$ cat config.mk
export PLATFORM = sky130hd
export DESIGN_NAME = arbitro_roteador_flat
export DESIGN_NICKNAME = d
export VERILOG_FILES = /design/src/rtl/arbitro_roteador_if.sv /design/src/rtl/arbitro_roteador.sv /design/src/flat_wrapper.sv
export SDC_FILE = /design/constraint.sdc
export NUM_CORES = 1
export LEC_CHECK = 0
export CORE_ASPECT_RATIO = 0.75
export CORE_MARGIN = 2
export CORE_UTILIZATION = 35
export DETAILED_ROUTE_END_ITERATION = 7
export DONT_BUFFER_PORTS = 1
export GPL_ROUTABILITY_DRIVEN = 0
export PLACE_DENSITY = 0.59
export SETUP_SLACK_MARGIN = 0.05
export SLEW_MARGIN = 15
export SYNTH_ARGS = -nofsm -noshare
export SYNTH_HDL_FRONTEND = slang
export SYNTH_SLANG_ARGS = --single-unit
$ cat constraint.sdc
create_clock -name clock -period 2 [get_ports clock]
set_clock_uncertainty 0.15 [all_clocks]
set_input_delay 0.4 -clock clock [delete_from_list [all_inputs] [get_ports clock]]
set_output_delay 0.4 -clock clock [all_outputs]
set_load 0.05 [all_outputs]
$ cat src/rtl/arbitro_roteador_if.sv
// Request/grant bundle between the four sources, the arbiter and the 4:1 router.
// master = arbiter side, slave = sources/router side.
interface arbitro_roteador_if #(
   parameter int SEL_BITS = 2
);
   logic [3:0]          REQ;
   logic [SEL_BITS-1:0] SEL;
   logic [3:0]          GNT;
   logic                VALIDO;
   logic [3:0]          ACK;

   modport master (
      input  REQ,
      output SEL,
      output GNT,
      output VALIDO,
      output ACK
   );

   modport slave (
      output REQ,
      input  SEL,
      input  GNT,
      input  VALIDO,
      input  ACK
   );
endinterface

$ cat src/rtl/arbitro_roteador.sv
// Round-robin arbiter driving the 4:1 router SEL; each grant is held HOLD_CYCLES cycles.
// Define ARB_PRIORIDADE_FIXA_EN for fixed priority A > B > C > D instead of round-robin.
module arbitro_roteador #(
   parameter int SEL_BITS    = 2,
   parameter int HOLD_CYCLES = 2
) (
   input  logic                clock,
   input  logic                reset,
   arbitro_roteador_if.master  bus
);

   typedef enum logic {
      OCIOSO,
      CONCEDE
   } state_t;

   localparam logic [3:0] CNT_LOAD = 4'(HOLD_CYCLES - 1);

   state_t              state;
   logic [SEL_BITS-1:0] sel;
   logic [SEL_BITS-1:0] ptr;
   logic [3:0]          gnt;
   logic                valido;
   logic [3:0]          cnt;

   logic [SEL_BITS-1:0] scan_base;
   logic [SEL_BITS-1:0] cand;
   logic [SEL_BITS-1:0] win;
   logic                found;
   logic                fim;
   logic                start;

   // NOTE: every always_comb output gets a default first so no latch is inferred.
   always_comb begin
      scan_base = '0;
      cand      = '0;
      win       = '0;
      found     = 1'b0;
`ifndef ARB_PRIORIDADE_FIXA_EN
      // At grant end the new pointer (idx+1) is not registered yet, so derive it here.
      scan_base = (state == CONCEDE) ? sel + 1'b1 : ptr;
`endif
      // Scan from farthest to nearest so the nearest set bit wins last.
      for (int i = 3; i >= 0; i--) begin
         cand = scan_base + SEL_BITS'(i);
         if (bus.REQ[cand]) begin
            found = 1'b1;
            win   = cand;
         end
      end
   end

   // Grant ends on its last cycle or when the granted source withdraws early.
   assign fim   = (state == CONCEDE) && ((cnt == 4'd0) || !bus.REQ[sel]);
   assign start = found && ((state == OCIOSO) || fim);

   // NOTE: sequential state uses non-blocking assignments only.
   always_ff @(posedge clock or posedge reset) begin
      if (reset) begin
         state  <= OCIOSO;
         sel    <= '0;
         ptr    <= '0;
         gnt    <= '0;
         valido <= 1'b0;
         cnt    <= '0;
      end else begin
`ifndef ARB_PRIORIDADE_FIXA_EN
         if (fim) ptr <= sel + 1'b1;
`endif
         if (start) begin
            state  <= CONCEDE;
            sel    <= win;
            gnt    <= 4'(1) << win;
            valido <= 1'b1;
            cnt    <= CNT_LOAD;
         end else if (fim) begin
            state  <= OCIOSO;
            gnt    <= '0;
            valido <= 1'b0;
            cnt    <= '0;
         end else if (state == CONCEDE) begin
            cnt <= cnt - 4'd1;
         end
      end
   end

   assign bus.SEL    = sel;
   assign bus.GNT    = gnt;
   assign bus.VALIDO = valido;
   assign bus.ACK    = ((state == CONCEDE) && (cnt == 4'd0)) ? gnt : 4'b0000;

endmodule

$ cat src/flat_wrapper.sv
// flat-port wrapper written by rule: the top's interface ports become plain ports
module arbitro_roteador_flat 
#(
   parameter int SEL_BITS    = 2,
   parameter int HOLD_CYCLES = 2
)
  (clock, reset, bus_REQ, bus_SEL, bus_GNT, bus_VALIDO, bus_ACK);
  arbitro_roteador_if #(.SEL_BITS(SEL_BITS)) bus_i ();
  input  logic clock;
  input  logic reset;
  input wire logic [$bits(bus_i.REQ)-1:0] bus_REQ;
  output wire logic [$bits(bus_i.SEL)-1:0] bus_SEL;
  output wire logic [$bits(bus_i.GNT)-1:0] bus_GNT;
  output wire logic [$bits(bus_i.VALIDO)-1:0] bus_VALIDO;
  output wire logic [$bits(bus_i.ACK)-1:0] bus_ACK;
  assign bus_i.REQ = bus_REQ;
  assign bus_SEL = bus_i.SEL;
  assign bus_GNT = bus_i.GNT;
  assign bus_VALIDO = bus_i.VALIDO;
  assign bus_ACK = bus_i.ACK;
  arbitro_roteador #(.SEL_BITS(SEL_BITS), .HOLD_CYCLES(HOLD_CYCLES)) u_core (.clock(clock), .reset(reset), .bus(bus_i));
endmodule
* Yosys cells after proc, flatten, opt, wreduce, memory -nomap -nowiden
Index checks and enable logic that the tools add are counted.
** Word-level totals
- Word-level logic and storage cells :: 53
- Bits in registers :: 13
- Input port bits :: 6
- Output and inout bits :: 11
** Cells by class
- Reductions and logical operators :: 9
- Add/subtract/negate cells :: 5
- Bitwise gates (word level) :: 1
- Multiplexer cells :: 27
- Magnitude comparators :: 5
- Shifts and indexed selects :: 1
** Operators with widths (count)
- $mux W4 :: 6
- $lt A2 B3 Y1 const B :: 5
- $mux W1 :: 11
- $bmux W1 S2 :: 5
- $mux W2 :: 5
- $add A2 B1 Y2 const B :: 2
- $add A2 B2 Y2 const B :: 2
- $logic_not A4 Y1 :: 1
- $shl A1 B2 Y4 const A :: 1
- $sub A4 B1 Y4 const B :: 1
- $logic_and A1 B1 Y1 :: 3
- $reduce_bool A3 Y1 :: 1
- $logic_or A1 B1 Y1 :: 2
- $reduce_bool A2 Y1 :: 1
- $logic_not A1 Y1 :: 1
- $not A1 Y1 :: 1

* Depth between registers and ports, before layout
Gate-level depths: netlist (run 1).
- Depth in word-level cells :: 11
- Depth in mapped cells :: 7
- Gate-level depth less buffers :: 7

* Worst setup path after synthesis (run 1)
OpenSTA, ideal clock, no wires.
- Kind :: reg-to-output
- Start point :: register u_core.cnt[0]
- End point :: output bus_ACK[0]
- Data arrival time :: 1.708 ns
- Required time :: 1.450 ns
- Stages on the path, launching flop included :: 6
- Setup slack :: -0.258 ns
- Buffers on the path :: 0
- Cells stage by stage :: dfrtp_1 > inv_1 > ha_1 > or3b_2 > nor2_1 > and2_1
** Between the ends
- Longest elaborated chain between the ends :: 3
** Ends and longest elaborated chain
- from (decl) :: line arbitro_roteador.sv:24 : logic [3:0] cnt;
- from (signal assigned) :: line arbitro_roteador.sv:82 : cnt <= cnt - 4'd1;
- $logic_not A4 Y1 :: line arbitro_roteador.sv:90 : assign bus.ACK = ((state == CONCEDE) && (cnt == 4'd0)) ? gnt : 4'b0000;
- $logic_and A1 B1 Y1 :: line arbitro_roteador.sv:90
- $mux W4 :: line arbitro_roteador.sv:90
- to (decl) :: line flat_wrapper.sv:15 : output wire logic [$bits(bus_i.ACK)-1:0] bus_ACK;
Every way passes these cells.

* Worst setup path after layout (run 1)
- Start point :: register u_core.cnt[0]
- End point :: output bus_ACK[2]
The elaborated chain is that of the path after synthesis.

==> impl_metrics.yaml, run 1 <==
grt:
  globalRouteTotalUtil_pct: 14.5
  use_met2_pct: 21.7
  grtUsageMet1_pct: 18.6
  grt-ovfl-total: 0
  grt_pass1_vias: 616
  grt_antenna_before_repair: 0
  met3_usage_pct: 7.95
  grt_max_degree: 14
  grt_pass1_wl_mm: 2.86
  grt_busiest_layer: "met2"
yosys:
  postSynthCellCount: 85
  ys_ff_latch: 13
  ys_seq_area_share_pct: 40.0
  ys_types: 35
  synth_warnings: 0
  avgSynthCellArea_um2: 9.57
  netlist_area_um2: 813
  synth_nets: 92
clock_network:
  cts-root-buf: "clkbuf_4"
  cts.path.max_buffers: 2
  numCtsBuffers: 3
  cts_max_level: 1
  tritoncts: "built"
  cts_sinks: 13
  clock_latency_ps: 280
  clk_pin_slew_worst_paths_ps: 70
worst_setup_path:
  arrival_ps: 1650
  crit_type: "reg2out"
  start_kind: "flip-flop"
  cp_slowest_stage_delay_ps: 390
  path_max_fanout: 4
  path_cells: "inv_2 -> ha_4 -> or3b_4 -> nor2_4 -> and2_4"
  critPathBufInv: 1
  end_kind: "output port"
  cp_data_required_time_ps: 1450
  crit_family: "simple AND/OR/NAND/NOR gates"
  cp_slowest_cell: "or3b_4"
final_layout:
  areaGrowthSynthToFinish_pct: 22.5
  antenna-diode-count: 0
  fill_cells: 217
  utilization_pct: 44.2
  instances_no_fill: 125
  final_area_um2: 996
  nets: 108
  drive_gt1_share_pct: 38.0
timing:
  rsz0062_at_grt: "yes"
  tightestPinTransition_ps: 465
  finalCritPeriodShare_pct: 110
  timing_hold_violations_final: 0
  slew_headroom_pct: 68.9
  report.final.slew_viol_count: 0
  final.min_clock_period_ps: 2200
  setup_ws_ps: -195
  setup_viol: 4
  clock.fmax_ghz: 0.456
drt:
  route.vias.total: 663
  postRouteAntennaNets: 0
  drt_pre_antenna_iters: 4
  via_per_inst: 5.30
  drt-total-wl_mm: 1.70
  drt_iter0_markers: 25
  drc: 0
  post_drt_wl_per_cell_um: 13.6
power:
  peakVddDrop_mv: 0.357
  p_per_area_nw_per_um2: 1730
  power_leakage_nw: 0.449
die:
  row_count: 15
  dieArea_um2: 2730
  die_h_um: 45.7
  num_io_pins: 17
  core-area_um2: 2250
  initial_core_util_pct: 36.1
  die_x_um: 59.7
placement:
  portBuffers: 0
  dpl.hpwl_mm: 1.32
  place_area_um2: 912
  place_inst: 116
  dp_slack_ps: -6.50
hold_path:
  hp-class: "in2reg"
status:
  status: "finished with violations"
  violations: "setup timing"
run:
  drv_cap: 0
[stage by stage]
step / setup TNS, ps / power, mW / hold WS, ps
after floorplan: 0 / 1.30 / 127
after global placement: 0 / 1.47 / 181
after detailed placement: -9.06 / 1.49 / 184
after CTS: -836 / 1.71 / 249
after global routing: -988 / 1.84 / 259
final: -769 / 1.72 / 249
[power by group]
group          leakage, nW  internal (mW)  switching, mW  total (mW)
logic                0.277          0.460          0.611        1.07
clock network       0.0150         0.0774         0.0798       0.157
registers            0.156          0.367          0.125       0.492
[what timing repair did]
item	4_1_cts	5_1_grt
endpoints found under the setup margin	4	4
resized for setup	5	0
pin swaps	6	3
buffers inserted	3	1
hold buffers	1	0
hold endpoints to repair	13	0
[flip-flops by register name (all words and copies together) (netlist names)]
name and flops:
u_core.ptr 2, u_core.cnt 4, u_core.bus.GNT 4, u_core.bus.VALIDO 1, u_core.bus.SEL 2
[cells in the mapped netlist]
master	number	share of area, %
dfrtp_1	13	40
nand3_4	1	2.2
nor2_2	1	0.77
a22o_1	2	2.2
inv_1	6	2.8
o211ai_1	2	1.8
o32ai_1	1	1.1
mux2i_1	3	3.7
buf_2	1	0.61
or3b_2	1	1.1
o31ai_1	1	0.92
a2111oi_1	1	1.2
buf_6	1	1.4
nor2_1	7	3.2
and2_1	4	3.1
inv_2	1	0.46
a31oi_1	2	1.5
or3_4	1	1.4
o21ai_2	1	1.1
xnor2_4	1	3.4
a21oi_2	1	1.1
o21ai_1	7	4.3
nand2_1	11	5.1
buf_4	1	0.92
nor3_1	3	1.8
a41o_1	1	1.2
nand2_4	1	1.4
a21oi_1	2	1.2
mux4_2	1	2.8
ha_1	1	1.5
xnor2_1	1	1.1
nor2b_1	1	0.77
nand4_1	1	0.77
or3b_1	1	1.1
and3b_1	1	1.1
[final timing paths]
path                                          startpoint                            end  slack (ps)  depth (start not counted)
max in group asynchronous                          reset  u_core.bus.VALIDO$_DFFE_PP0P_         930                          2
hold reg to reg            u_core.bus.GNT[0]$_DFFE_PP0P_  u_core.bus.GNT[0]$_DFFE_PP0P_         380                          1
hold / removal                                bus_REQ[3]  u_core.bus.VALIDO$_DFFE_PP0P_         250                          2
setup / recovery               u_core.cnt[0]$_DFFE_PP0P_                     bus_ACK[2]        -200                          5
setup reg to reg               u_core.cnt[0]$_DFFE_PP0P_  u_core.bus.GNT[1]$_DFFE_PP0P_         110                          7
min in group asynchronous                          reset  u_core.bus.GNT[0]$_DFFE_PP0P_         420                          2
[cells in the final DEF (no fill, tap or decap), drive strengths merged, types with 3 or more instances in the layout]
cell type,Yosys,routed
buf,3,13
dfrtp,13,13
nand2,12,12
o21ai,8,8
nor2,8,8
inv,7,7
and2,4,4
clkbuf,0,4
mux2i,3,3
nor3,3,3
a21oi,3,3
[routing by layer]
metal | vias up | wire, µm
met1 | 313 | 808
met3 | 2 | 127
li1 | 332 | -
met2 | 16 | 759
met5 | - | 0
met4 | 0 | 4
[final cells by class]
class | count | area [µm²] | area share (%)
Multi-Input combinational cell | 62 | 475 | 47.7
Inverter | 7 | 26.3 | 2.64
Sequential cell | 13 | 329 | 33.0
Tap cell | 25 | 31.3 | 3.14
Timing Repair Buffer | 14 | 108 | 10.8
Clock buffer | 4 | 26.3 | 2.64
[kinds of logic (layout without fill, tap and decap cells)]
| kind of cell | count (synthesis) | after routing | synth area share, % |
|---|---|---|---|
| buf+inv | 10 | 25 | 6.15 |
| xor+xnor | 2 | 2 | 4.46 |
| mux | 4 | 4 | 6.46 |
| flops | 13 | 13 | 40.0 |
| fa+ha+maj | 1 | 1 | 1.54 |
| simple gates | 34 | 34 | 23.7 |
| compound gates | 21 | 21 | 17.7 |
[worst reg2reg max path, stage by stage, from the launching register on]
cell	delay [ps]
dfrtp_1	380
inv_2	90
ha_4	130
or3b_4	390
buf_4	170
nand3_4	140
o21ai_2	110
a22o_1	240
Power figures use the tool's default switching activity.
==> run 2: changes to the inputs <==
- CORE_ASPECT_RATIO: 0.75 -> not set
- CORE_UTILIZATION: 35 -> 50
- PLACE_DENSITY: 0.59 -> 0.75
==> run 2 against run 1 <==
Effect of this change: the run still ends with setup timing left; hold slack better by 57 ps; via count is 1.2% higher; design area is 1.6% higher; sequential cell count stayed put; non-clock buffer count is 2 higher; global-route usage is 6.5 points higher; utilization is 22 points higher; power is 1.9% higher; register-to-register slack hardly changed; routed wire length is 0.35% higher; critical path type unchanged.
==> impl_metrics.yaml, run 2 (synthesized netlist as in run 1, its figures left out) <==
drt:
  drt_pre_antenna_iters: 4
  via_per_inst: 5.69
  postRouteAntennaNets: 0
  post_drt_wl_per_cell_um: 14.5
  drt-total-wl_mm: 1.71
  drt_iter0_markers: 9
  route.vias.total: 671
  drc: 0
final_layout:
  final_area_um2: 1010
  layout_common_cells: "buf_4, nand2_1, dfrtp_1, o21ai_1, nor2_1"
  drive_gt1_share_pct: 39.2
  final_common_cell: "buf_4"
  nets: 110
  antenna-diode-count: 0
  areaGrowthSynthToFinish_pct: 24.5
die:
  row_count: 14
  die_h_um: 44.3
  core-area_um2: 1520
  die_x_um: 44.3
  dieArea_um2: 1970
  initial_core_util_pct: 53.4
  num_io_pins: 17
worst_setup_path:
  cp_slowest_cell: "dfrtp_1"
  cp_slowest_stage_delay_ps: 390
  path_cells: "inv_2 -> ha_4 -> or3b_4 -> nor2_4 -> and2_4"
  reg2reg_slack_ps: 120
  crit_type: "reg2out"
  arrival_ps: 1640
  start_kind: "flip-flop"
  end_kind: "output port"
  crit_family: "simple AND/OR/NAND/NOR gates"
  critPathBufInv: 1
  reg2reg_depth: 7
  r2r-start: "u_core.cnt[1]$_DFFE_PP0P_"
  path_max_fanout: 4
  cp_data_required_time_ps: 1450
  rr_endpoint: "u_core.bus.GNT[0]$_DFFE_PP0P_"
timing:
  finalCritPeriodShare_pct: 110
  timing_hold_violations_final: 0
  final.min_clock_period_ps: 2190
  clock.fmax_ghz: 0.457
  rsz0062_at_grt: "yes"
  setup_ws_ps: -190
  slew_headroom_pct: 66.4
  tightestPinTransition_ps: 504
  report.final.slew_viol_count: 0
  fin_setup_tns_ps: -756
  setup_viol: 4
placement:
  portBuffers: 0
  dpl.hpwl_mm: 1.32
  place_area_um2: 908
hold_path:
  min-delay-start: "bus_REQ[3]"
  min_to: "u_core.bus.VALIDO$_DFFE_PP0P_"
  min_path_cells: 2
  hp-class: "in2reg"
clock_network:
  clk_pin_slew_worst_paths_ps: 70
  tritoncts: "built"
  numCtsBuffers: 3
  cts_sinks: 13
  cts.path.max_buffers: 2
  cts-root-buf: "clkbuf_4"
  clock_latency_ps: 270
  cts_max_level: 1
status:
  violations: "setup timing"
  status: "finished with violations"
grt:
  globalRouteTotalUtil_pct: 20.9
  grt-ovfl-total: 0
  grt_max_degree: 14
  grt_pass1_wl_mm: 2.93
  grt_pass1_vias: 649
  grt_antenna_before_repair: 0
power:
  peakVddDrop_mv: 1.23
  p_per_area_nw_per_um2: 1730
  power_leakage_nw: 0.460
run:
  drv_cap: 0
==> run 2: cell types whose count changed in the layout (fill, tap and decap cells not counted) <==
| cell | change |
|---|---|
| nor2_2 | -1 |
| nor2_4 | +1 |
| o21ai_4 | +1 |
| o21ai_2 | -1 |
| buf_4 | +2 |
==> run 2: per-stage QoR <==
step / worst slack, ps / utilization (%) / total power [mW] / instances / hold WS, ps
floorplan: 38.3 / - / 1.30 / 85 / 127
global placement: 65.6 / 59.6 / 1.46 / 108 / 183
finish: -190 / 66.4 / 1.75 / 118 / 306
global route: -271 / 66.4 / 1.88 / 118 / 299
CTS: -254 / 63.5 / 1.68 / 115 / 259
detailed placement: -13.0 / 59.6 / 1.49 / 108 / 189
==> run 2: worst max path at each step <==
stage                                  startpoint                            end  slack, ps  depth (start not counted)
global route            u_core.cnt[1]$_DFFE_PP0P_                     bus_ACK[0]       -270                          5
detailed placement      u_core.cnt[1]$_DFFE_PP0P_                     bus_ACK[0]        -10                          5
finish                  u_core.cnt[1]$_DFFE_PP0P_                     bus_ACK[0]       -190                          5
global placement        u_core.cnt[0]$_DFFE_PP0P_                     bus_ACK[1]         70                          5
floorplan           u_core.bus.SEL[0]$_DFFE_PP0P_  u_core.bus.GNT[1]$_DFFE_PP0P_         40                          5
CTS                     u_core.cnt[1]$_DFFE_PP0P_                     bus_ACK[0]       -250                          5
==> run 2: per-layer routing <==
| metal | wire [µm] | track usage [%] | vias up |
|---|---|---|---|
| met5 | 0 | 0 | - |
| met4 | 21 | 12.7 | 0 |
| met3 | 52 | 4.08 | 2 |
| met2 | 880 | 31.2 | 14 |
| met1 | 751 | 28.1 | 322 |
| li1 | - | - | 333 |
==> run 2: area by class of cell <==
class | instances | area [µm²]
inverter | 7 | 26.3
fill | 130 | 512
tap | 16 | 20.0
timing repair buffer | 16 | 123
clock buffer | 4 | 26.3
multi-input combinational | 62 | 488
sequential | 13 | 329
==> run 2: power breakdown <==
group	leakage, nW	internal (mW)	switching [mW]
sequential	0.156	0.367	0.119
combinational	0.288	0.486	0.627
clock	0.0150	0.0771	0.0792
==> run 2: timing repair <==
action                                  in CTS  in global routing
setup buffers                                2                  3
pin swaps                                    4                  1
gates resized for setup                      3                  4
endpoints found under the setup margin       4                  6
hold buffers                                 1                  0
hold endpoints to repair                    13                  0
gates cloned                                 0                  0
==> run 3: changes to the inputs <==
- CAP_MARGIN: not set -> 20
- clock period: 2 -> 2.5 ns (I/O delays scaled with it)
==> run 3 against run 2 <==
Effect of this change: the run ends with hold timing left; first-iteration DRC count increased by 89%; setup slack improved by 280 ps; critical path depth increased by 1; register-to-register slack improved by 380 ps; count of clock-buffer cells in the layout unchanged; sequential power decreased by 4%; sequential share of layout area about the same; global-route usage increased by 0.39 points; clock power decreased by 16%; die area unchanged; critical endpoint is now bus_ACK[2]; largest cell class unchanged; largest power group unchanged.
==> impl_metrics.yaml, run 3 (synthesized netlist as in run 1, its figures left out) <==
final_layout:
  layout_common_cells: "dfrtp_1, nand2_1, o21ai_1, buf_4, nor2_1"
  drive_gt1_share_pct: 33.0
  utilization_pct: 65.7
  final_area_um2: 1000
  antenna-diode-count: 0
  instances_no_fill: 113
  nets: 105
  areaGrowthSynthToFinish_pct: 23.1
  final_common_cell: "dfrtp_1"
worst_setup_path:
  critPathBufInv: 2
  start_kind: "flip-flop"
  cp_slowest_cell: "dfrtp_1"
  arrival_ps: 1760
  crit_family: "simple AND/OR/NAND/NOR gates"
  crit_type: "reg2out"
  path_max_fanout: 4
  cp_slowest_stage_delay_ps: 400
  reg2reg_slack_ps: 500
  path_cells: "inv_2 -> ha_4 -> or3b_4 -> nor2_4 -> and2_4 -> buf_12"
  end_kind: "output port"
  cp_data_required_time_ps: 1850
grt:
  globalRouteTotalUtil_pct: 21.3
  grt_pass1_wl_mm: 3.00
  grt-ovfl-total: 0
  grt_pass1_vias: 646
  grt_max_degree: 14
  grt_antenna_before_repair: 0
die:
  dieArea_um2: 1970
  num_io_pins: 17
  core-area_um2: 1520
  initial_core_util_pct: 53.4
  die_h_um: 44.3
  die_x_um: 44.3
  row_count: 14
clock_network:
  holdBufCountCts: 0
  cts.path.max_buffers: 2
  clk_pin_slew_worst_paths_ps: 80
  cts-root-buf: "clkbuf_4"
  clock_latency_ps: 270
  numCtsBuffers: 3
  cts_max_level: 1
  cts_sinks: 13
  tritoncts: "built"
run:
  drv_cap: 0
power:
  p_per_area_nw_per_um2: 1370
  total_power_mw: 1.37
  peakVddDrop_mv: 0.842
  power_leakage_nw: 0.448
drt:
  post_drt_wl_per_cell_um: 15.7
  drt-total-wl_mm: 1.77
  route.vias.total: 672
  via_per_inst: 5.95
  postRouteAntennaNets: 0
  drt_iter0_markers: 17
  drt_pre_antenna_iters: 4
  drc: 0
timing:
  finalCritPeriodShare_pct: 96.3
  tightestPinTransition_ps: 518
  holdWs_ps: -13.4
  setup_ws_ps: 91.8
  rsz0062_at_grt: "no"
  report.final.slew_viol_count: 0
  clock.fmax_ghz: 0.415
  setup_viol: 0
  slew_headroom_pct: 65.5
  timing_hold_violations_final: 13
  fin_setup_tns_ps: 0
  final.min_clock_period_ps: 2410
placement:
  dp_slack_ps: 116
  dpl.hpwl_mm: 1.25
  place_area_um2: 912
  place_inst: 105
  portBuffers: 0
status:
  status: "finished with violations"
  violations: "hold timing"
hold_path:
  hp-class: "in2async"
-- run 3: changes by cell type in the layout (fill, tap and decap cells not counted) --
cell / previous run / this run
a2111oi_1: 0 / 1
a2111oi_2: 1 / 0
buf_12: 0 / 4
buf_4: 15 / 7
dfrtp_1: 10 / 13
dfrtp_2: 3 / 0
dlygate4sd3_1: 1 / 0
nor2_2: 0 / 1
nor2_4: 2 / 1
o21ai_2: 0 / 1
o21ai_4: 1 / 0
-- run 3: final timing paths --
| path | start | endpoint | cells after the start |
|---|---|---|---|
| max in group asynchronous | reset | u_core.bus.SEL[0]$_DFFE_PP0P_ | 1 |
| min in group clock | bus_REQ[3] | u_core.bus.VALIDO$_DFFE_PP0P_ | 2 |
| min | reset | u_core.cnt[2]$_DFFE_PP0P_ | 1 |
| max reg2reg | u_core.bus.VALIDO$_DFFE_PP0P_ | u_core.bus.GNT[0]$_DFFE_PP0P_ | 5 |
| max | u_core.cnt[0]$_DFFE_PP0P_ | bus_ACK[2] | 6 |
| min reg2reg | u_core.cnt[3]$_DFFE_PP0P_ | u_core.cnt[3]$_DFFE_PP0P_ | 2 |
-- run 3: final cells by class --
type | instances | area, µm²
fillers | 126 | 523
multi-input cells | 62 | 470
flip-flops and latches | 13 | 325
repair buffers | 11 | 133
clock buffers | 4 | 26.3
inverters | 7 | 26.3
well taps | 16 | 20.0
-- run 3: repair_timing --
item,in CTS,in global routing
setup buffers,1,3
pin swaps,0,1
gates resized for setup,5,6
setup endpoints to repair,4,4
-- run 3: per-layer routing --
| layer | vias to the layer above | track usage (%) | part of all wire, % |
|---|---|---|---|
| met5 | - | 0 | 0 |
| met4 | 0 | 10.9 | 2.1 |
| met3 | 4 | 3.67 | 2.2 |
| met2 | 14 | 35.0 | 51 |
| met1 | 327 | 26.9 | 44 |
| li1 | 327 | - | - |
-- run 3: power by group --
part	internal, mW	total (mW)	switching [mW]
Sequential	0.288	0.468	0.180
Clock	0.0617	0.131	0.0695
Combinational	0.364	0.772	0.408
